--- src/rtl/lantern_cmd_pkg.sv ---
// ---------------------------------------------------------------------------
// lantern_cmd_pkg: command word layout and SPI transmitter state encoding.
// Rev 1.0
// ---------------------------------------------------------------------------
`timescale 1ns/1ps
`default_nettype none

package lantern_cmd_pkg;

  localparam int CMD_WIDTH    = 16;
  localparam int SUNRISE_BIT  = 15;
  localparam int SUNSET_BIT   = 14;
  localparam int BRIGHT_HI    = 13;
  localparam int BRIGHT_LO    = 9;
  localparam int SPEED_HI     = 6;
  localparam int SPEED_LO     = 5;
  localparam int RAINSNOW_BIT = 4;
  localparam int LIGHT_HI     = 3;
  localparam int LIGHT_LO     = 2;

  typedef enum logic [1:0] {
    IDLE  = 2'd0,
    SHIFT = 2'd1,
    TRAIL = 2'd2,
    GAP   = 2'd3
  } spi_tx_state_t;

  // Reserved fields [8:7] and [1:0] are always zero.
  function automatic logic [CMD_WIDTH-1:0] pack_cmd(
    input logic       sunrise,
    input logic       sunset,
    input logic [4:0] bright,
    input logic [1:0] speed,
    input logic       rainsnow,
    input logic [1:0] lightning
  );
    logic [CMD_WIDTH-1:0] w;
    w                     = '0;
    w[SUNRISE_BIT]        = sunrise;
    w[SUNSET_BIT]         = sunset;
    w[BRIGHT_HI:BRIGHT_LO] = bright;
    w[SPEED_HI:SPEED_LO]  = speed;
    w[RAINSNOW_BIT]       = rainsnow;
    w[LIGHT_HI:LIGHT_LO]  = lightning;
    return w;
  endfunction

endpackage

`default_nettype wire

--- src/rtl/sck_tick_gen.sv ---
// ---------------------------------------------------------------------------
// sck_tick_gen: one-cycle tick every CLK_DIV enabled cycles; load restarts it.
// Rev 1.0
// ---------------------------------------------------------------------------
`timescale 1ns/1ps
`default_nettype none

module sck_tick_gen #(
  parameter int CLK_DIV = 32
) (
  input  logic clk,
  input  logic reset,
  input  logic en,
  input  logic load,
  output logic tick
);

  localparam int CW = (CLK_DIV > 1) ? $clog2(CLK_DIV) : 1;
  localparam logic [CW-1:0] TERM = CW'(CLK_DIV - 1);

  logic [CW-1:0] cnt;

  always_ff @(posedge clk or posedge reset) begin
    if (reset) begin
      cnt <= '0;
    end else if (load) begin
      cnt <= '0;
    end else if (en) begin
      cnt <= (cnt == TERM) ? '0 : cnt + CW'(1);
    end
  end

  assign tick = en && (cnt == TERM);

endmodule

`default_nettype wire

--- src/rtl/pi_cmd_spi_master.sv ---
// ---------------------------------------------------------------------------
// pi_cmd_spi_master: mode-0 SPI master sending one command word per request.
// Rev 1.0
// ---------------------------------------------------------------------------
`timescale 1ns/1ps
`default_nettype none

module pi_cmd_spi_master
  import lantern_cmd_pkg::*;
#(
  parameter int WIDTH      = CMD_WIDTH,
  parameter int CLK_DIV    = 32,
  parameter int GAP_CYCLES = 64
) (
  input  logic             clk,
  input  logic             reset,
  input  logic [WIDTH-1:0] cmd_data,
  input  logic             cmd_valid,
  output logic             cmd_ready,
  output logic             busy,
  output logic             done,
  output logic             pisck,
  output logic             pimosi,
  output logic             pien
);

  localparam int BW = $clog2(WIDTH + 1);
  localparam int GW = (GAP_CYCLES > 1) ? $clog2(GAP_CYCLES) : 1;

  spi_tx_state_t    state;
  logic [WIDTH-1:0] sreg;
  logic [BW-1:0]    bit_cnt;
  logic [GW-1:0]    gap_cnt;
  logic             tick;
  logic             tick_en;
  logic             hs;

  // cmd_ready is registered, so the first cycle after reset can never handshake.
  assign hs      = (state == IDLE) && cmd_ready && cmd_valid;
  assign tick_en = (state == SHIFT) || (state == TRAIL);

  sck_tick_gen #(.CLK_DIV(CLK_DIV)) u_tick (
    .clk  (clk),
    .reset(reset),
    .en   (tick_en),
    .load (hs),
    .tick (tick)
  );

  always_ff @(posedge clk or posedge reset) begin
    if (reset) begin
      state     <= IDLE;
      sreg      <= '0;
      bit_cnt   <= '0;
      gap_cnt   <= '0;
      cmd_ready <= 1'b0;
      busy      <= 1'b0;
      done      <= 1'b0;
      pisck     <= 1'b0;
      pimosi    <= 1'b0;
      pien      <= 1'b0;
    end else begin
      done <= 1'b0;
      case (state)
        IDLE: begin
          cmd_ready <= 1'b1;
          if (hs) begin
            cmd_ready <= 1'b0;
            busy      <= 1'b1;
            pien      <= 1'b1;
            pisck     <= 1'b0;
            pimosi    <= cmd_data[WIDTH-1];
            sreg      <= {cmd_data[WIDTH-2:0], 1'b0};
            bit_cnt   <= BW'(WIDTH);
            state     <= SHIFT;
          end
        end
        SHIFT: begin
          if (tick) begin
            if (!pisck) begin
              pisck <= 1'b1;
            end else begin
              // Data moves on the falling edge: a full half-period of setup.
              pisck   <= 1'b0;
              bit_cnt <= bit_cnt - BW'(1);
              if (bit_cnt == BW'(1)) begin
                pimosi <= 1'b0;
                state  <= TRAIL;
              end else begin
                pimosi <= sreg[WIDTH-1];
                sreg   <= {sreg[WIDTH-2:0], 1'b0};
              end
            end
          end
        end
        TRAIL: begin
          if (tick) begin
            pien    <= 1'b0;
            done    <= 1'b1;
            gap_cnt <= GW'(GAP_CYCLES - 1);
            state   <= GAP;
          end
        end
        GAP: begin
          if (gap_cnt == '0) begin
            busy      <= 1'b0;
            cmd_ready <= 1'b1;
            state     <= IDLE;
          end else begin
            gap_cnt <= gap_cnt - GW'(1);
          end
        end
        default: state <= IDLE;
      endcase
    end
  end

endmodule

`default_nettype wire

--- config.mk ---
export PLATFORM = sky130hd
export DESIGN_NAME = pi_cmd_spi_master
export DESIGN_NICKNAME = d
export VERILOG_FILES = /design/src/rtl/lantern_cmd_pkg.sv /design/src/rtl/sck_tick_gen.sv /design/src/rtl/pi_cmd_spi_master.sv
export SDC_FILE = /design/constraint.sdc
export NUM_CORES = 1
export LEC_CHECK = 0
export ABC_AREA = 1
export ABC_CLOCK_PERIOD_IN_PS = 1700
export BUFFER_PORTS_ARGS = -buffer_cell sky130_fd_sc_hd__buf_2
export CAP_MARGIN = 5
export CORE_ASPECT_RATIO = 0.7
export CORE_MARGIN = 3
export CORE_UTILIZATION = 35
export DETAILED_ROUTE_END_ITERATION = 10
export GPL_ROUTABILITY_DRIVEN = 0
export SLEW_MARGIN = 20
export SYNTH_ARGS = -nofsm -noshare
export SYNTH_HDL_FRONTEND = slang
export SYNTH_SLANG_ARGS = --single-unit
--- constraint.sdc ---
create_clock -name clk -period 1.7 [get_ports clk]
set_input_delay 0 -clock clk [delete_from_list [all_inputs] [get_ports clk]]
set_output_delay 0 -clock clk [all_outputs]
set_load 0.1 [all_outputs]
Yosys cells after proc, flatten, opt, wreduce, memory -nomap -nowiden
Index checks and enable logic that the tools add are counted.
{"block": "op_classes", "eq_ne": 13, "n_mux": 41, "reduce_logical": 19, "addsub": 3}
{"op": "$mux 16", "n": 4}
{"op": "$pmux 16 s2", "n": 1}
{"op": "$mux 5", "n": 6}
{"op": "$mux 1", "n": 14}
{"op": "$ne 2x2->1 const B", "n": 7}
{"op": "$mux 2", "n": 6}
{"op": "$mux 6", "n": 2}
{"op": "$pmux 6 s2", "n": 1}
{"op": "$reduce_and 3->1", "n": 4}
{"op": "$pmux 1 s2", "n": 5}
{"op": "$pmux 5 s2", "n": 1}
{"op": "$reduce_bool 2->1", "n": 5}
{"op": "$pmux 2 s4", "n": 1}
{"op": "$logic_not 6->1", "n": 1}
{"op": "$reduce_and 6->1", "n": 1}
{"op": "$sub 6x1->6 const B", "n": 1}
{"op": "$add 5x1->5 const B", "n": 1}
{"op": "$eq 5x1->1 const B", "n": 1}
{"op": "$eq 5x5->1 const B", "n": 1}
{"op": "$reduce_and 5->1", "n": 1}
{"op": "$sub 5x1->5 const B", "n": 1}
{"op": "$eq 2x2->1 const B", "n": 2}
{"op": "$reduce_and 4->1", "n": 1}
{"op": "$logic_and 1x1->1", "n": 3}
{"op": "other kinds (5)", "n": 5}
{"block": "word_totals", "input_bits": 19, "output_inout_bits": 6, "regBits": 40}

Longest topological paths before layout
Gate-level depths: netlist (run 1).
{"block": "depth", "depth_word": 5, "mapped_depth": 11, "depth_no_buf": 11}

By module
A second synthesis (run 1) with hierarchy kept.
{"block": "hier_totals", "hier_cells": 266, "area_unflattened_um2": 2285.9}
{"module": "pi_cmd_spi_master", "area_per_inst_um2": 1998.2, "cells_per_inst": 227, "instances": 1, "seq_area_each_um2": 850.8}
{"module": "sck_tick_gen", "area_per_inst_um2": 287.8, "cells_per_inst": 39, "instances": 1, "seq_area_each_um2": 125.1}

Worst setup path before layout (run 1)
No wires, ideal clock.
{"block": "synth_timing", "path_kind": "reg-to-reg", "from": "register cmd_ready", "to": "register sreg[4]", "t_arrival_ns": 1.736, "n_path_buf": 1, "path_slack_ns": -0.159, "path_stages_with_launch": 7, "t_required_ns": 1.577, "cell_sequence": "dfrtp_1 > nand2_1 > nand2_1 > nand3_4 > buf_2 > o21ai_0 > nand2_1"}
{"block": "synth_via", "elab_chain_len": 4}
{"element": "from (decl)", "line": "pi_cmd_spi_master.sv:19", "rtl": "output logic cmd_ready,"}
{"element": "from (signal assigned)", "line": "pi_cmd_spi_master.sv:56", "rtl": "cmd_ready <= 1'b0;"}
{"element": "from (signal assigned)", "line": "pi_cmd_spi_master.sv:66", "rtl": "cmd_ready <= 1'b1;"}
{"element": "from (signal assigned)", "line": "pi_cmd_spi_master.sv:68", "rtl": "cmd_ready <= 1'b0;"}
{"element": "$logic_and 1x1->1 (2 in a row)", "line": "pi_cmd_spi_master.sv:39", "rtl": "assign hs = (state == IDLE) && cmd_ready && cmd_valid;"}
{"element": "$ne 2x2->1 (no line)"}
{"element": "$reduce_and 5->1 (no line)"}
{"element": "to (signal assigned)", "line": "pi_cmd_spi_master.sv:73", "rtl": "sreg <= {cmd_data[WIDTH-2:0], 1'b0};"}
{"element": "to (signal assigned)", "line": "pi_cmd_spi_master.sv:91", "rtl": "sreg <= {sreg[WIDTH-2:0], 1'b0};"}
{"element": "to (decl)", "line": "pi_cmd_spi_master.sv:31", "rtl": "logic [WIDTH-1:0] sreg;"}
Every way passes these cells.
A chain may end at the register's enable or synchronous reset.

Worst setup path after layout (run 1)
{"block": "layout_timing", "from": "register u_tick.cnt[1]", "to": "register gap_cnt[0]"}
{"block": "layout_via", "elab_chain_len": 4}
{"element": "from (decl)", "line": "sck_tick_gen.sv:21", "rtl": "logic [CW-1:0] cnt;"}
{"element": "from (signal assigned)", "line": "sck_tick_gen.sv:29", "rtl": "cnt <= (cnt == TERM) ? '0 : cnt + CW'(1);"}
{"element": "$eq 5x5->1", "line": "sck_tick_gen.sv:33", "rtl": "assign tick = en && (cnt == TERM);"}
{"element": "$logic_and 1x1->1", "line": "sck_tick_gen.sv:33"}
{"element": "$ne 2x2->1 (no line)"}
{"element": "$reduce_and 3->1 (no line)"}
{"element": "to (signal assigned)", "line": "pi_cmd_spi_master.sv:100", "rtl": "gap_cnt <= GW'(GAP_CYCLES - 1);"}
{"element": "to (signal assigned)", "line": "pi_cmd_spi_master.sv:110", "rtl": "gap_cnt <= gap_cnt - GW'(1);"}
{"element": "to (decl)", "line": "pi_cmd_spi_master.sv:33", "rtl": "logic [GW-1:0] gap_cnt;"}
Every way passes these cells.

==> results of run 1 <==
==> metal layers <==
metal	up-vias	share of wire (%)	track usage, %
li1	1030	-	-
met1	965	50	21.9
met2	40	45	21.1
met3	4	3.7	3.17
met4	0	0.76	3.14
met5	-	0	0
==> critical path, stage by stage (launching register included) <==
cell	delay, ps
dfrtp_1	360
ha_2	200
nand2_2	80
nor2_4	140
buf_4	130
ha_4	130
inv_4	40
nand2_4	50
o21a_1	160
nand2_4	90
buf_4	140
nand2_1	50
nand2_1	50
==> placed cells by master, fill, tap and decap left out, types with 2 or more instances in the layout <==
cell	synthesis	routed
nand2_4	0	5
o21ai_2	0	14
buf_6	1	3
clkbuf_8	0	5
nand4_1	3	3
nand3_1	22	22
buf_2	6	24
inv_4	0	2
nor2_2	1	2
dfrtp_1	39	37
inv_1	34	31
nor2_1	12	9
dlygate4sd3_1	0	5
nand2_1	111	92
o21ai_0	27	11
xor2_1	2	2
clkbuf_1	0	2
ha_1	11	7
dfrtp_2	0	2
a21oi_1	5	4
ha_4	0	2
nand2_2	2	16
ha_2	0	2
nor2_4	1	3
o21ai_1	6	8
buf_4	2	21
a31oi_1	2	2
==> logic make-up (layout without fill, tap and decap cells) <==
| logic type | after synthesis | in the layout | synth area share, % |
|---|---|---|---|
| simple gates | 155 | 155 | 29.8 |
| compound gates | 43 | 43 | 10.2 |
| buf+inv | 43 | 97 | 8.39 |
| flops | 39 | 39 | 44.5 |
| fa+ha+maj | 11 | 11 | 6.28 |
| xor+xnor | 2 | 2 | 0.800 |
==> how the worst min path moves through the flow <==
stage                        endpoint  cells after the start  slack (ps)
2_1_floorplan     sreg[1]$_DFFE_PP0P_                      2         150
3_3_place_gp   bit_cnt[4]$_DFFE_PP0P_                      3         150
3_5_place_dp           done$_DFF_PP0_                      3         160
4_1_cts           sreg[5]$_DFFE_PP0P_                      5           7
5_1_grt           sreg[6]$_DFFE_PP0P_                      5          30
6_report         sreg[10]$_DFFE_PP0P_                      5          -2
==> sequential cells by signal (all words and copies together) (netlist names), 2 cells and up <==
register	cells
u_tick.cnt	5
gap_cnt	6
state	2
sreg	15
bit_cnt	5
==> Yosys cell counts <==
cell type | n | share of area, %
nand2_1 | 111 | 19
dfrtp_1 | 39 | 45
inv_1 | 34 | 5.8
o21ai_0 | 27 | 6.2
nand3_1 | 22 | 5.0
nor2_1 | 12 | 2.1
ha_1 | 11 | 6.3
buf_2 | 6 | 1.4
o21ai_1 | 6 | 1.4
a21oi_1 | 5 | 1.1
nand4_1 | 3 | 0.86
a31oi_1 | 2 | 0.57
buf_4 | 2 | 0.69
nand2_2 | 2 | 0.57
xor2_1 | 2 | 0.80
buf_6 | 1 | 0.51
nand3_4 | 1 | 0.80
nand3b_1 | 1 | 0.34
nor2_2 | 1 | 0.29
nor2_4 | 1 | 0.51
o21a_1 | 1 | 0.34
o21bai_1 | 1 | 0.34
o22ai_1 | 1 | 0.29
or2_2 | 1 | 0.29
==> layout make-up <==
type,count,area [sq um]
fillers,573,3000
flip-flops and latches,39,978
clock buffers,7,76.3
repair buffers,55,407
inverters,34,133
well taps,75,93.8
clock inverters,1,5.00
multi-input cells,211,1210
==> power by group through the flow <==
stage / Clock (mW) / Sequential (mW) / Combinational, mW
global route: 0.675 / 1.65 / 4.36
detailed placement: 0 / 1.58 / 3.22
global placement: 0 / 1.57 / 3.19
CTS: 0.631 / 1.56 / 3.31
floorplan: 0 / 1.93 / 1.93
finish: 0.624 / 1.59 / 3.90
==> through the flow <==
stage	util, %	TNS (ps)	cells	instance area (sq um)
after global routing	49.2	-2500	422	2900
after global placement	42.7	-128	404	2520
after detailed placement	42.7	-833	404	2520
after CTS	45.3	-24.6	418	2670
after floorplan	-	0	293	2190
final	49.2	-28.3	422	2900
==> repair_timing <==
action / 4_1_cts / 5_1_grt
gates cloned: 0 / 1
resized for setup: 5 / 69
setup endpoints to repair: 29 / 31
pin swaps: 0 / 12
hold endpoints to repair: 43 / 0
setup buffers: 1 / 3
hold buffers: 5 / 0
==> metrics.md, run 1 <==
| Metric | Value |
|---|---|
| Yosys reg bits | `39` |
| Routed wire length | `~5000 um` |
| Residual DRC | `0` |
| Required time of the critical path | `1880 ps` |
| Ys Warns | `0` |
| Initial Util | `approximately 37%` |
| I/O Pins | `25` |
| Die Y | `72.2 um` |
| Die span in x | `between 100 and 150 um` |
| IO buf count | `24` |
| Power Dens Cells | `2110 mW/mm^2` |
| Outcome | `finished with violations` |
| Leak | `between 1.5 and 2 nW` |
| Mean routed wirelength per cell | `approximately 12 um` |
| Worst reg2reg endpoint | `gap_cnt[0]$_DFFE_PP0P_` |
| Pins Over Slew Limit | `0` |
| Worst setup path start | `u_tick.cnt[1]$_DFFE_PP0P_` |
| Core Box Area | `slightly below 0.006 sq mm` |
| Highest clock rate | `just under 600 MHz` |
| Clock Skew | `approximately 4.0 ps` |
| Area growth syn-to-layout | `32.4%` |
| GRT Util Overall | `14.4%` |
| ANT cells | `0` |
| Setup crit end | `gap_cnt[0]$_DFFE_PP0P_` |
| Die ar. | `a little over 0.007 sq mm` |
| Failing checks | `hold timing, setup timing` |
| Worst slack, placed | `-102 ps` |
| Critical path type | `flop to flop` |
| Post-synth cell types | `24` |
| Sw power | `around 3.0 mW` |
| R2r worst-path depth | `12` |
| Final ANT Viol Nets | `0` |
| Max-Cap Viols | `0` |
| Setup ws final | `-28.3 ps` |
| Drt pass-1 iters | `4` |
| CTS clock-pin slew for the worst setup and hold paths | `around 80 ps` |
| Internal power | `~3.1 mW` |
| Avg Synthesized Cell Area | `roughly 7.5 sq um` |
| Vias | `2039` |
| Grt ovf | `0` |
| Clk pwr share | `10.2%` |
| Worst-Margin Slew | `about 510 ps` |
| Worst Hold Slack | `-2.20 ps` |
| Clk buf depth | `2` |
| Sequential power share | `about a quarter` |
| Logic gate share of total power | `between 60% and 70%` |
| Period utilization | `102%` |
| Rel. slew slack | `66.3%` |
| Total power draw | `6.12 mW` |
| Number of buffers created by CTS | `5` |
| Hold Crit Start | `cmd_data[9]` |
| Clk sink count | `39` |
| DR vias/cell | `between 4 and 5` |
| Worst Path Max Fanout | `5` |
| Max VDD drop | `0.000758 V` |
| RSZ-0062 raised after global routing | `true` |
| First-pass GRT wire length | `between 8000 and 9000 um` |
| Post-synthesis cell count | `just under 300` |
| Num rows | `23` |
| Final Hold Vio Count | `1` |
| Setup crit end kind | `flop` |
| Net Sw Frac | `49.1%` |
| Vias in the first global route | `1893` |
| TritonCTS clock tree | `yes` |
| Register area share after synthesis | `~45%` |
| Worst skew pair latency | `between 200 and 300 ps` |
| FF-to-FF setup slack | `-30 ps` |
| Share of cells above drive strength 1 | `about 31%` |
| Setup crit start kind | `flop` |
| Reg2reg start | `u_tick.cnt[1]$_DFFE_PP0P_` |
| Htree depth | `2` |
| Hpwl dp | `3330 um` |
| Drt first-iter violations | `between 80 and 90` |
| Hold Crit Class | `input port to flop` |
| Syn_nets | `323` |
| Final-stage net count | `approximately 380` |
| Setup-failing EPs final | `1` |
| Pin count of the biggest net entering global routing | `40` |
| WP data arrival | `~1900 ps` |
| Cell Area, Synth | `roughly 0.0022 sq mm` |
| Initial antenna violation count | `0` |
| Tmin final | `about 1700 ps` |
| Root Buffer Master | `clkbuf_8` |
(Power assumes the default switching activity.)
==> run 2: changes to the inputs <==
CAP_MARGIN = 20   (was 5)
RECOVER_POWER = 100   (was not set)
==> metrics.md, run 2 (synthesis gave the netlist of run 1 again) <==
| Metric | Value |
|---|---|
| Outcome | `finished with violations` |
| Failing checks | `hold timing, setup timing` |
| Tmin final | `1730 ps (-0.165 ps)` |
| Fill count | `572 (-0.17%)` |
| CP max stage delay | `360 ps (about the same)` |
| Most flops, register | `sreg` |
| TritonCTS clock tree | `yes` |
| Register area | `978 sq um (unchanged)` |
| Vias in the first global route | `1893 (unchanged)` |
| Grt ovf | `0 (unchanged)` |
| Clk sink count | `39 (unchanged)` |
| Htree depth | `2 (unchanged)` |
| Mean routed wirelength per cell | `11.8 um (about the same)` |
| Power Dens Cells | `2110 mW/mm^2 (about the same)` |
| Initial antenna violation count | `0 (unchanged)` |
| CTS clock-pin slew for the worst setup and hold paths | `80 ps (about the same)` |
| Worst-Margin Slew | `990 ps (+484 ps)` |
| Setup crit end kind | `flop` |
| Crit-path cells | `ha_2, nand2_2, nor2_4, buf_4, ha_4, inv_4, nand2_4, o21a_1, nand2_4, buf_4, nand2_1, nand2_1` |
| Worst reg2reg endpoint | `gap_cnt[0]$_DFFE_PP0P_` |
| Post-placement cell area | `0.00252 sq mm (unchanged)` |
| Routed wire length | `4980 um (about the same)` |
| Largest register FFs | `15 (unchanged)` |
| Leak | `1.50 nW (about the same)` |
| RSZ-0062 raised after global routing | `true` |
| Hold Crit Depth | `5 (unchanged)` |
| Max VDD drop | `0.000759 V (about the same)` |
| Share of cells above drive strength 1 | `31.1% (unchanged)` |
| IO buf count | `24 (unchanged)` |
| Clk buf depth | `2 (unchanged)` |
| R2r worst-path depth | `12 (unchanged)` |
| GRT Util Overall | `14.4% (unchanged)` |
| Hpwl dp | `3330 um (unchanged)` |
| Setup crit start kind | `flop` |
| Hold Crit Start | `cmd_data[9]` |
| Drt first-iter violations | `90 (+7.1%)` |
| Multi-input gate area | `0.00121 sq mm (unchanged)` |
| Die ar. | `0.00726 sq mm (unchanged)` |
| Initial Util | `37.1% (unchanged)` |
| Pin count of the biggest net entering global routing | `40 (unchanged)` |
| Drt pass-1 iters | `4 (unchanged)` |
| Root Buffer Master | `clkbuf_8` |
| Pins Over Slew Limit | `0 (unchanged)` |
| Reg2reg start | `u_tick.cnt[1]$_DFFE_PP0P_` |
| Setup-failing EPs final | `1 (unchanged)` |
| Die Y | `72.2 um (unchanged)` |
| First-pass GRT wire length | `8580 um (unchanged)` |
| Core Box Area | `0.00590 sq mm (unchanged)` |
| Hold Path Sink | `sreg[10]$_DFFE_PP0P_` |
| Final Hold Vio Count | `1 (unchanged)` |
| Highest clock rate | `579 MHz (about the same)` |
| Period utilization | `102% (about the same)` |
| Clock Skew | `4.04 ps (-0.0000600 ps)` |
| Commonest non-fill, non-tap cell in the layout | `nand2_1` |
| Max-Cap Viols | `0 (unchanged)` |
| Total power draw | `6.12 mW (about the same)` |
| Die span in x | `101 um (unchanged)` |
| Worst Hold Slack | `-2.27 ps (-0.0734 ps)` |
| Residual DRC | `0 (unchanged)` |
| WP data arrival | `1910 ps (about the same)` |
| ANT cells | `0 (unchanged)` |
| Rel. slew slack | `34.0% (-32 points)` |
| Post-route cell area | `0.00290 sq mm (about the same)` |
| I/O Pins | `25 (unchanged)` |
| DR vias/cell | `4.83 (unchanged)` |
| Setup ws final | `-28.1 ps (+0.165 ps)` |
| Worst skew pair latency | `290 ps (about the same)` |
| FF-to-FF setup slack | `-30 ps (about the same)` |
| Number of buffers created by CTS | `5 (unchanged)` |
| Vias | `2039 (unchanged)` |
| Critical path type | `flop to flop` |
| Num rows | `23 (unchanged)` |
| Hold Crit Class | `input port to flop` |
| Required time of the critical path | `1880 ps (about the same)` |
| Regs by FF count | `sreg: 15 flops, gap_cnt: 6 flops` |
| Final ANT Viol Nets | `0 (unchanged)` |
| Area growth syn-to-layout | `32.3% (about the same)` |
| Worst Path Max Fanout | `5 (unchanged)` |
| Most frequent cells in the layout | `nand2_1 (92), dfrtp_1 (37), inv_1 (31)` |
| Final-stage net count | `376 (unchanged)` |
| Slowest stage cell on the critical path | `dfrtp_1` |
-- run 2: cell types whose count changed in the layout (fill, tap and decap cells not counted) --
| cell | delta |
|---|---|
| clkbuf_2 | +7 |
| buf_4 | -1 |
| buf_2 | -6 |
-- run 2: per-layer routing --
| layer | track usage [%] | wire, um | vias to the layer above |
|---|---|---|---|
| met5 | 0 | 0 | - |
| met4 | 3.14 | 38 | 0 |
| met3 | 3.17 | 178 | 4 |
| met2 | 21.1 | 2250 | 38 |
| met1 | 21.9 | 2510 | 966 |
| li1 | - | - | 1031 |
-- run 2: power by group --
group | switching [mW] | leakage, nW | internal (mW)
Sequential | 0.254 | 0.478 | 1.34
Clock | 0.335 | 0.0422 | 0.289
Combinational | 2.42 | 0.981 | 1.48
-- run 2: stage by stage --
step                setup WS (ps)  TNS, ps  utilization [%]  hold slack (ps)  std cells
global route                 -119    -2500             49.1             32.0        422
CTS                         -10.2    -24.6             45.3             6.79        418
detailed placement           -102     -833             42.7              156        404
floorplan                    96.0        0                -              145        293
global placement            -33.7     -128             42.7              151        404
finish                      -28.1    -28.1             49.1            -2.27        422
-- run 2: repair_timing --
item,4_1_cts,5_1_grt
hold buffers,5,0
cloned,0,1
endpoints found under the hold margin,43,0
setup endpoints to repair,29,31
resized for setup,5,69
pin swaps,0,12
buffers inserted,1,3
-- run 2: how the worst max path moves through the flow --
stage                              start                endpoint  slack [ps]  cells after the start
5_1_grt        u_tick.cnt[1]$_DFFE_PP0P_  gap_cnt[0]$_DFFE_PP0P_        -120                     12
2_1_floorplan  u_tick.cnt[0]$_DFFE_PP0P_  gap_cnt[0]$_DFFE_PP0P_         100                     11
6_report       u_tick.cnt[1]$_DFFE_PP0P_  gap_cnt[0]$_DFFE_PP0P_         -30                     12
3_5_place_dp   u_tick.cnt[1]$_DFFE_PP0P_  gap_cnt[0]$_DFFE_PP0P_        -100                     11
4_1_cts        u_tick.cnt[0]$_DFFE_PP0P_    sreg[10]$_DFFE_PP0P_         -10                     10
3_3_place_gp   u_tick.cnt[0]$_DFFE_PP0P_  gap_cnt[0]$_DFFE_PP0P_         -30                     11
-- run 2: final cells by class --
class | instances | share of cell area [%]
clock buffers | 7 | 2.63
clock inverters | 1 | 0.173
inverters | 34 | 4.58
multi-input cells | 211 | 41.7
flip-flops and latches | 39 | 33.8
repair buffers | 55 | 13.9
well taps | 75 | 3.24
-- run 2: critical path, delay by kind of cell, from the launching register on --
kind / cells / cell delay, ps
AO/OA/AOI/OAI: 1 / 160
AND/OR/NAND/NOR: 6 / 460
adder cells (fa/ha/maj): 2 / 330
buffers and inverters: 3 / 310
flip-flops: 1 / 360
